## src/rtl/alu8_seq.sv

```systemverilog
// alu8_seq: multi-cycle 6502-style ALU sequencer driving an external 8-bit ALU.
// Registers the result and N/Z/C/V flags; decimal ADC/SBC take an extra BCD adjust pass.
`timescale 1ns/1ps
module alu8_seq (
    input  logic       i_clk,
    input  logic       i_rst_n,
    input  logic       i_start,
    input  logic [3:0] i_func,
    input  logic [7:0] i_a_in,
    input  logic [7:0] i_b_in,
    input  logic       i_c_in,
    input  logic       i_d_in,
    output logic [7:0] o_alu_a,
    output logic [7:0] o_alu_b,
    output logic       o_alu_ci,
    output logic [7:0] o_alu_op,
    input  logic [7:0] i_alu_f,
    input  logic       i_alu_co,
    output logic [7:0] o_result,
    output logic       o_n_out,
    output logic       o_z_out,
    output logic       o_c_out,
    output logic       o_v_out,
    output logic       o_busy,
    output logic       o_done
);
    localparam logic [1:0] S_IDLE = 2'd0;
    localparam logic [1:0] S_EXEC = 2'd1;
    localparam logic [1:0] S_ADJ  = 2'd2;

    localparam logic [3:0] F_ORA = 4'h0, F_AND = 4'h1, F_EOR = 4'h2, F_ADC = 4'h3;
    localparam logic [3:0] F_SBC = 4'h4, F_CMP = 4'h5, F_ASL = 4'h6, F_LSR = 4'h7;
    localparam logic [3:0] F_ROL = 4'h8, F_ROR = 4'h9, F_INC = 4'hA, F_DEC = 4'hB;
    localparam logic [3:0] F_BIT = 4'hC, F_PASSB = 4'hD;

    logic [1:0] r_state;
    logic [3:0] r_func;
    logic [7:0] r_a, r_b, r_adj_b, r_result;
    logic       r_c, r_d, r_adj_c, r_adj_v;
    logic       r_n, r_z, r_cf, r_v, r_done;

    logic [1:0] w_state_nxt;
    logic [7:0] w_op, w_adj_b, w_result_nxt;
    logic       w_ci, w_load, w_is_adc, w_is_sbc, w_decimal, w_h;
    logic       w_f_gt99, w_lo_gt9, w_v_add, w_v_sub;
    logic       w_n_nxt, w_z_nxt, w_c_nxt, w_v_nxt, w_done_nxt;

    assign w_is_adc  = (r_func == F_ADC);
    assign w_is_sbc  = (r_func == F_SBC);
    assign w_decimal = r_d && (w_is_adc || w_is_sbc);
    // XOR of operand and result bit 4 is the carry/borrow out of the low nibble
    assign w_h       = r_a[4] ^ r_b[4] ^ i_alu_f[4];
    assign w_f_gt99  = (i_alu_f > 8'h99);
    assign w_lo_gt9  = (i_alu_f[3:0] > 4'd9);
    assign w_v_add   = (r_a[7] == r_b[7]) && (i_alu_f[7] != r_a[7]);
    assign w_v_sub   = (r_a[7] != r_b[7]) && (i_alu_f[7] != r_a[7]);
    assign w_adj_b   = w_is_sbc ?
                       {(!i_alu_co ? 4'h6 : 4'h0), (w_h ? 4'h6 : 4'h0)} :
                       {((i_alu_co || w_f_gt99) ? 4'h6 : 4'h0),
                        ((w_h || w_lo_gt9) ? 4'h6 : 4'h0)};

    assign o_alu_a  = r_a;
    assign o_alu_b  = (r_state == S_ADJ) ? r_adj_b : r_b;
    assign o_alu_op = w_op;
    assign o_alu_ci = w_ci;
    assign o_result = r_result;
    assign o_n_out  = r_n;
    assign o_z_out  = r_z;
    assign o_c_out  = r_cf;
    assign o_v_out  = r_v;
    assign o_busy   = (r_state == S_EXEC) || (r_state == S_ADJ);
    assign o_done   = r_done;

    always_comb begin
        w_op = 8'h1F;
        w_ci = 1'b0;
        if (r_state == S_EXEC) begin
            case (r_func)
                F_ORA:   w_op = 8'h1E;
                F_AND:   w_op = 8'h1B;
                F_EOR:   w_op = 8'h16;
                F_ADC:   begin w_op = 8'h09; w_ci = r_c;  end
                F_SBC:   begin w_op = 8'h06; w_ci = r_c;  end
                F_CMP:   begin w_op = 8'h06; w_ci = 1'b1; end
                F_ASL:   w_op = 8'h40;
                F_LSR:   w_op = 8'h20;
                F_ROL:   w_op = {r_c, 7'h40};
                F_ROR:   w_op = {r_c, 7'h20};
                F_INC:   begin w_op = 8'h00; w_ci = 1'b1; end
                F_DEC:   w_op = 8'h0F;
                F_BIT:   w_op = 8'h1B;
                F_PASSB: w_op = 8'h1A;
                default: w_op = 8'h1F;
            endcase
        end else if (r_state == S_ADJ) begin
            w_op = w_is_sbc ? 8'h06 : 8'h09;
            w_ci = w_is_sbc;
        end
    end

    always_comb begin
        w_state_nxt  = r_state;
        w_load       = 1'b0;
        w_done_nxt   = 1'b0;
        w_result_nxt = r_result;
        w_n_nxt      = r_n;
        w_z_nxt      = r_z;
        w_c_nxt      = r_cf;
        w_v_nxt      = r_v;
        case (r_state)
            S_IDLE: begin
                if (i_start) begin
                    w_load      = 1'b1;
                    w_state_nxt = S_EXEC;
                end
            end
            S_EXEC: begin
                if (w_decimal) begin
                    w_state_nxt = S_ADJ;
                end else begin
                    w_state_nxt  = S_IDLE;
                    w_done_nxt   = 1'b1;
                    w_result_nxt = i_alu_f;
                    w_n_nxt      = i_alu_f[7];
                    w_z_nxt      = (i_alu_f == 8'h00);
                    case (r_func)
                        F_ADC: begin w_c_nxt = i_alu_co; w_v_nxt = w_v_add; end
                        F_SBC: begin w_c_nxt = i_alu_co; w_v_nxt = w_v_sub; end
                        F_CMP: begin w_c_nxt = i_alu_co; w_result_nxt = r_a; end
                        F_ASL, F_LSR, F_ROL, F_ROR: w_c_nxt = i_alu_co;
                        F_BIT: begin
                            w_result_nxt = r_a;
                            w_n_nxt      = r_b[7];
                            w_z_nxt      = ((r_a & r_b) == 8'h00);
                            w_v_nxt      = r_b[6];
                        end
                        F_ORA, F_AND, F_EOR, F_INC, F_DEC, F_PASSB: ;
                        default: begin
                            w_result_nxt = r_a;
                            w_n_nxt      = r_n;
                            w_z_nxt      = r_z;
                        end
                    endcase
                end
            end
            S_ADJ: begin
                w_state_nxt  = S_IDLE;
                w_done_nxt   = 1'b1;
                w_result_nxt = i_alu_f;
                w_n_nxt      = i_alu_f[7];
                w_z_nxt      = (i_alu_f == 8'h00);
                w_c_nxt      = r_adj_c;
                w_v_nxt      = r_adj_v;
            end
            default: w_state_nxt = S_IDLE;
        endcase
    end

    always_ff @(posedge i_clk or negedge i_rst_n) begin
        if (!i_rst_n) begin
            r_state  <= S_IDLE;
            r_func   <= 4'h0;
            r_a      <= 8'h00;
            r_b      <= 8'h00;
            r_c      <= 1'b0;
            r_d      <= 1'b0;
            r_adj_b  <= 8'h00;
            r_adj_c  <= 1'b0;
            r_adj_v  <= 1'b0;
            r_result <= 8'h00;
            r_n      <= 1'b0;
            r_z      <= 1'b0;
            r_cf     <= 1'b0;
            r_v      <= 1'b0;
            r_done   <= 1'b0;
        end else begin
            r_state  <= w_state_nxt;
            r_done   <= w_done_nxt;
            r_result <= w_result_nxt;
            r_n      <= w_n_nxt;
            r_z      <= w_z_nxt;
            r_cf     <= w_c_nxt;
            r_v      <= w_v_nxt;
            if (w_load) begin
                r_func <= i_func;
                r_a    <= i_a_in;
                r_b    <= i_b_in;
                r_c    <= i_c_in;
                r_d    <= i_d_in;
            end else if (r_state == S_EXEC && w_decimal) begin
                // Binary result becomes the A operand of the adjust pass
                r_a     <= i_alu_f;
                r_adj_b <= w_adj_b;
                r_adj_c <= w_is_sbc ? i_alu_co : (i_alu_co || w_f_gt99);
                r_adj_v <= w_is_sbc ? w_v_sub : w_v_add;
            end
        end
    end
endmodule
```

## config.mk

```make
export PLATFORM = sky130hd
export DESIGN_NAME = alu8_seq
export DESIGN_NICKNAME = d
export VERILOG_FILES = /design/src/rtl/alu8_seq.sv
export SDC_FILE = /design/constraint.sdc
export NUM_CORES = 1
export LEC_CHECK = 0
export CAP_MARGIN = 15
export CORE_ASPECT_RATIO = 1.75
export CORE_MARGIN = 3
export CORE_UTILIZATION = 39
export CTS_BUF_LIST = sky130_fd_sc_hd__clkbuf_16
export CTS_CLUSTER_SIZE = 24
export DETAILED_ROUTE_END_ITERATION = 6
export DONT_BUFFER_PORTS = 1
export PLACE_DENSITY_LB_ADDON = 0.08
export SLEW_MARGIN = 20
export SYNTH_ARGS = -nofsm -noshare
export SYNTH_HDL_FRONTEND = slang
export SYNTH_SLANG_ARGS = --single-unit
```

## constraint.sdc

```tcl
create_clock -name i_clk -period 2.1 [get_ports i_clk]
set_input_delay 0.42 -clock i_clk [delete_from_list [all_inputs] [get_ports i_clk]]
set_output_delay 0.42 -clock i_clk [all_outputs]
set_load 0.02 [all_outputs]
```

==> results of run 1 <==
-- logic make-up after synthesis --
family                   count (synthesis)  share of synthesized area
AO/OA/AOI/OAI                           85                      0.210
AND/OR/NAND/NOR                         78                      0.166
flip-flops                              41                      0.421
buffers and inverters                   29                     0.0493
multiplexers                            25                      0.110
XOR/XNOR                                 5                     0.0180
adder cells (fa/ha/maj)                  5                     0.0257
-- power breakdown --
group	switching, W	total, W	internal [W]	leakage [nW]
clock network	0.000312	0.000991	0.000679	0.0938
registers	0.000619	0.00180	0.00118	0.474
logic	0.00163	0.00292	0.00129	0.725
-- routing by layer --
layer	global-route usage	vias up
met5	0	-
met4	0.0942	0
met3	0.0600	16
met2	0.369	81
met1	0.223	991
li1	-	1022
-- cell type report --
| type | count | area [µm²] |
|---|---|---|
| inverters | 9 | 33.8 |
| fillers | 579 | 2960 |
| flip-flops and latches | 41 | 1030 |
| clock inverters | 3 | 65.1 |
| repair buffers | 40 | 330 |
| multi-input cells | 198 | 1330 |
| clock buffers | 5 | 125 |
| well taps | 78 | 97.6 |
-- sequential cells by signal, summed over array words and instances (netlist names), 2 cells and up --
name / cells
o_alu_a: 8
o_result: 8
r_adj_b: 2
r_b: 8
r_func: 4
r_state: 2
-- layout by cell type (no fill, tap or decap), drive strengths merged, types with 2 or more instances in the layout --
master / count
and2: 2
a21oi: 26
nor3: 2
nand2: 18
a211o: 2
nand2b: 5
mux2: 14
dfrtp: 41
xnor2: 4
bufinv: 2
nor3b: 3
clkbuf: 5
buf: 39
o221ai: 2
nand3: 12
inv: 9
a211oi: 2
o21ai: 27
a31oi: 12
nor2b: 14
o211ai: 2
nor2: 15
and3b: 2
mux2i: 11
ha: 5
o31ai: 2
-- worst max-delay path: stages, from the launching register on --
cell and delay [ns]:
dfrtp_2 0.49, buf_4 0.19, a21oi_1 0.18, o22ai_1 0.10, a211o_1 0.39
-- worst paths after layout --
path	startpoint	end	slack (ns)	cells after the start
min in group asynchronous	i_rst_n	o_done	0.62	2
min reg2reg	r_adj_v	r_adj_v	0.50	2
max in group asynchronous	i_rst_n	r_func[0]	1.25	2
max reg2reg	r_func[3]	o_v_out	0.20	6
max	r_func[2]	o_alu_op[2]	0.05	4
min	i_func[1]	r_func[1]	0.25	2
-- through the flow --
| step | hold slack, ns | std cells |
|---|---|---|
| detailed placement | 0.126 | 358 |
| CTS | 0.240 | 372 |
| finish | 0.246 | 374 |
| global route | 0.239 | 374 |
| floorplan | 0.124 | 268 |
| global placement | 0.126 | 358 |
-- what timing repair did --
| action | CTS | global route |
|---|---|---|
| resized for setup | 5 | 9 |
| hold buffers | 2 | 0 |
| hold endpoints to repair | 41 | 0 |
| setup buffers | 4 | 2 |
| endpoints found under the setup margin | 10 | 12 |
==> impl_results.md, run 1 <==
- Outcome: completed
- Initial antenna violation count: 0
- Grt total ovfl: 0
- Crit path kind: register to output pin
- Placed cell area: 2690 µm²
- Cell area after layout: 3010 µm²
- # DRC: 0
- Flip-flop and latch count after synthesis: 41
- Final Slew Violations: 0
- Uppermost layer routed: met4
- Routed wire length: 7280 µm
- Tot Pwr: 0.00571 W
- CTS sink count: 41
- Fin crit period: 2.05 ns
- Synth Flop Type: dfrtp_1
- Max clock buf depth: 2
- Post-synth ARST share: 1.00
- Largest net degree at the start of global routing: 42
- Worst Max-Slew Pin Slew: 0.407 ns
- Syn_area_per_cell: 9.09 µm²
- Register area share after synthesis: 0.421
- Maximum vdd drop: 866 µV
- Iter 0 DRT Violations: 128
- TNS Setup: 0 ns
- Area growth, synth to finish: 23.7%
- Power per cell area: 1900 nW/µm²
- CTS tree: yes
- HP Class: input port to register
- Crit path capture type: output pin
- Die W: 65.7 µm
- CP max FO: 13
- DR vias: 2110
- Clock Latency Late Sink: 0.29 ns
- Crit path DAT: 1.63 ns
- Largest cells by area after synthesis: dfrtp_1 (42%), mux2_1 (6.0%), a21oi_1 (5.3%)
- Synth top cells by count: dfrtp_1 (41), a21oi_1 (26), nand2_1 (18), o21ai_0 (16), nor2_1 (15)
- Final Skew: 0.00463 ns
- Initial Utilization: 0.408
- First-pass GRT wire length: 11500 µm
- Final hold vios: 0
- Ys Warns: 0
- Startpoint Class: register
- Post-DRT Antenna Nets: 0
- Max transition margin: 0.728
- Fraction of layout cells with a size suffix above 1: 0.216
- CTS buffer count: 5
- Met3 WL: 526 µm
- CP required: 1.68 ns
- Die area: 7260 µm²
- Final worst slack: 0.0488 ns
- Final setup vio count: 0
- Routed length on met1: 2510 µm
- Post-synth top area share: 0.421
- Routed met2 length: 3970 µm
- I/O pin cnt: 73
- Nets: 334
- Max Freq: 488 MHz
- DP Wirelength: 5390 µm
- Synth Cell Area: 2430 µm²
- Register clock-pin slew on the reported worst setup and hold paths: 0.06 ns
- Post-synth top area cell: dfrtp_1
- Core area: 5970 µm²
- Per-cell routed wire length: 19.5 µm
- Max H-tree Level: 2
- Cells after synthesis: 268
- DR pass1 iterations: 4
- Max_cap viols: 0
- RePlAce Congestion: 0.834
- IO buf count: 0
- Number of vias per cell: 5.64
- Most frequent cell after synthesis: dfrtp_1
- GRT Resource Usage Total: 0.210
- Vias in the first global route: 2038
- Place WS: 0.177 ns
- Chip height: 111 µm
- Antenna Cells: 0
- Part of the cycle the worst path needs: 0.977
- Post-synth EDFFs: 0
- Clock Tree Root: clkbuf_16
- End-of-flow core utilization: 0.505
- Pleak: 1.29 nW
- Syn Nets: 307
- Count of cell types in the netlist: 47
- Std cell rows: 37
(Power assumes the default switching activity.)
==> run 2: changes to the inputs <==
--- a/config.mk
+++ b/config.mk
@@ -5,7 +5,7 @@
 export SDC_FILE = /design/constraint.sdc
 export NUM_CORES = 1
 export LEC_CHECK = 0
-export CAP_MARGIN = 15
+export CAP_MARGIN = 20
 export CORE_ASPECT_RATIO = 1.75
 export CORE_MARGIN = 3
 export CORE_UTILIZATION = 39
==> results of run 2 <==
The final DEF is identical to that of run 1; final timing and power are the same.
==> run 3: changes to the inputs <==
--- a/config.mk
+++ b/config.mk
@@ -6,7 +6,6 @@
 export NUM_CORES = 1
 export LEC_CHECK = 0
 export CAP_MARGIN = 20
-export CORE_ASPECT_RATIO = 1.75
 export CORE_MARGIN = 3
 export CORE_UTILIZATION = 39
 export CTS_BUF_LIST = sky130_fd_sc_hd__clkbuf_16
==> run 3 against run 2 <==
Compared with the run above:
- clock power shrank 27%
- critical endpoint is now o_alu_op[6]
- register-to-register slack lost 0.02 ns
- combinational power barely moved
- largest cell class unchanged
- power is 5.2% lower
- largest power group unchanged
==> impl_results.md, run 3 (same netlist as run 1, synthesis figures left out) <==
- Outcome: completed
- Final Skew: 0.00231 ns (-0.00232 ns)
- CTS sink count: 41 (unchanged)
- Worst path cell trace: buf_4 > buf_4 > nand2b_1 > mux2_4 > nor3b_2 > buf_4
- Core area: 5990 µm² (+0.31%)
- Crit path kind: register to output pin
- CP required: 1.68 ns (about the same)
- IO buf count: 0 (unchanged)
- Chip height: 85.0 µm (-23%)
- Hold path depth: 1 (-1)
- Final hold vios: 0 (unchanged)
- Reg-to-Reg Start: r_state[0]
- CTS tree: yes
- Area growth, synth to finish: 21.3%
- Max Freq: 491 MHz (+0.78%)
- Crit path DAT: 1.62 ns (about the same)
- Max_cap viols: 0 (unchanged)
- CP Buf/Inv Count: 3 (+2)
- I/O pin cnt: 73 (unchanged)
- Vias in the first global route: 2062 (+1.2%)
- Max clock buf depth: 2 (unchanged)
- Routed wire length: 6700 µm (-8.0%)
- DP Wirelength: 4840 µm (-10%)
- CP most frequent cell: buf_4
- RePlAce Congestion: 0.830 (-0.53%)
- Fin crit period: 2.04 ns (-0.0158 ns)
- Part of the cycle the worst path needs: 0.969 (-0.00752)
- Number of vias per cell: 5.66 (+0.36%)
- Final setup vio count: 0 (unchanged)
- Initial Utilization: 0.406 (-0.00128)
- Fraction of layout cells with a size suffix above 1: 0.217 (+0.000733)
- Die area: 7230 µm² (-0.51%)
- Commonest non-fill, non-tap cell in the layout: dfrtp_1
- R2r endpoint: o_n_out
- Register clock-pin slew on the reported worst setup and hold paths: 0.06 ns (about the same)
- Largest net degree at the start of global routing: 42 (unchanged)
- Slowest CP cell: dfrtp_2
- Final Slew Violations: 0 (unchanged)
- # DRC: 0 (unchanged)
- Startpoint Class: register
- Max H-tree Level: 2 (unchanged)
- Tot Pwr: 0.00542 W (-5.2%)
- Most frequent cells in the layout: dfrtp_1 (38), buf_4 (36), a21oi_1 (25)
- Initial antenna violation count: 0 (unchanged)
- Cell area after layout: 2950 µm² (-2.0%)
- HP Class: input port to register
- Placed cell area: 2680 µm² (-0.51%)
- Worst Max-Slew Pin Slew: 0.509 ns (+0.102 ns)
- Grt total ovfl: 0 (unchanged)
- R2R setup slack: 0.18 ns (-0.02 ns)
- DR pass1 iterations: 4 (unchanged)
- Max transition margin: 0.658 (-0.0698)
- Die W: 85.0 µm (+29%)
- Std cell rows: 28 (-24%)
- First-pass GRT wire length: 10900 µm (-4.6%)
- Worst Hold Launch: i_start
- GRT Resource Usage Total: 0.189 (-0.0208)
- CTS buffer count: 5 (unchanged)
- Hold Crit Endpoint: r_state[0]
- Clock Latency Late Sink: 0.28 ns (about the same)
- Maximum vdd drop: 724 µV (-16%)
- CP max FO: 6 (-7)
- Delay of the slowest critical-path stage: 0.41 ns (-0.08 ns)
- Clock Tree Root: clkbuf_16
- Per-cell routed wire length: 18.1 µm (-7.0%)
- Crit path capture type: output pin
- R2R depth: 5 (-1)
- Antenna Cells: 0 (unchanged)
- Delay-heaviest family, CP: buffers and inverters
- Post-DRT Antenna Nets: 0 (unchanged)
- RSZ-0062 raised after global routing: true
- DR vias: 2095 (-0.71%)
- Pleak: 1.27 nW (-1.7%)
- Power per cell area: 1840 nW/µm² (-3.2%)
- Iter 0 DRT Violations: 127 (-0.78%)
- Nets: 334 (unchanged)
run 3: power breakdown:
| group | internal [W] | switching [W] |
|---|---|---|
| registers | 0.00118 | 0.000630 |
| clock network | 0.000429 | 0.000296 |
| logic | 0.00130 | 0.00159 |
run 3: metal layers:
layer  wire length, µm  GRT usage  up-vias
li1                  -          -     1023
met1              3370      0.282      996
met2              2790      0.261       69
met3               445     0.0505        7
met4                88     0.0662        0
met5                 0          0        -
run 3: timing repair:
| action | CTS | global route |
|---|---|---|
| endpoints found under the hold margin | 41 | 0 |
| resized for setup | 7 | 9 |
| hold buffers | 2 | 0 |
| pin swaps | 0 | 2 |
| endpoints found under the setup margin | 9 | 18 |
| buffers inserted | 0 | 9 |
run 3: how the worst max path moves through the flow:
| stage | startpoint | to | depth (start not counted) | slack, ns |
|---|---|---|---|---|
| after floorplan | r_state[1] | o_alu_op[7] | 6 | 0.02 |
| after global placement | r_state[0] | o_n_out | 5 | 0.11 |
| after detailed placement | r_state[0] | o_n_out | 5 | 0.15 |
| after CTS | r_func[3] | o_alu_op[6] | 4 | 0.0002 |
| after global routing | r_func[3] | o_alu_op[6] | 6 | -0.03 |
| final | r_func[3] | o_alu_op[6] | 6 | 0.06 |
run 3: layout make-up:
type                    instances  area [µm²]
repair buffers                 40         332
well taps                      75        93.8
flip-flops and latches         41        1030
fillers                       581        3040
clock inverters                 2        11.3
inverters                       9        33.8
multi-input cells             198        1330
clock buffers                   5         125
run 3: metrics by stage:
stage | std cells | util | worst slack [ns] | hold slack [ns] | setup TNS, ns
floorplan | 268 | - | 0.0235 | 0.124 | 0
global placement | 352 | 0.447 | 0.110 | 0.126 | 0
detailed placement | 352 | 0.447 | 0.147 | 0.126 | 0
CTS | 361 | 0.479 | 0.000198 | 0.257 | 0
global route | 370 | 0.493 | -0.0251 | 0.254 | -0.0321
finish | 370 | 0.493 | 0.0646 | 0.261 | 0
run 3: worst register-to-register path, stage by stage (launching register included):
cell and delay [ns]:
dfrtp_1 0.41, inv_1 0.08, ha_2 0.23, nor3_1 0.42, mux2_1 0.37, mux2_1 0.29
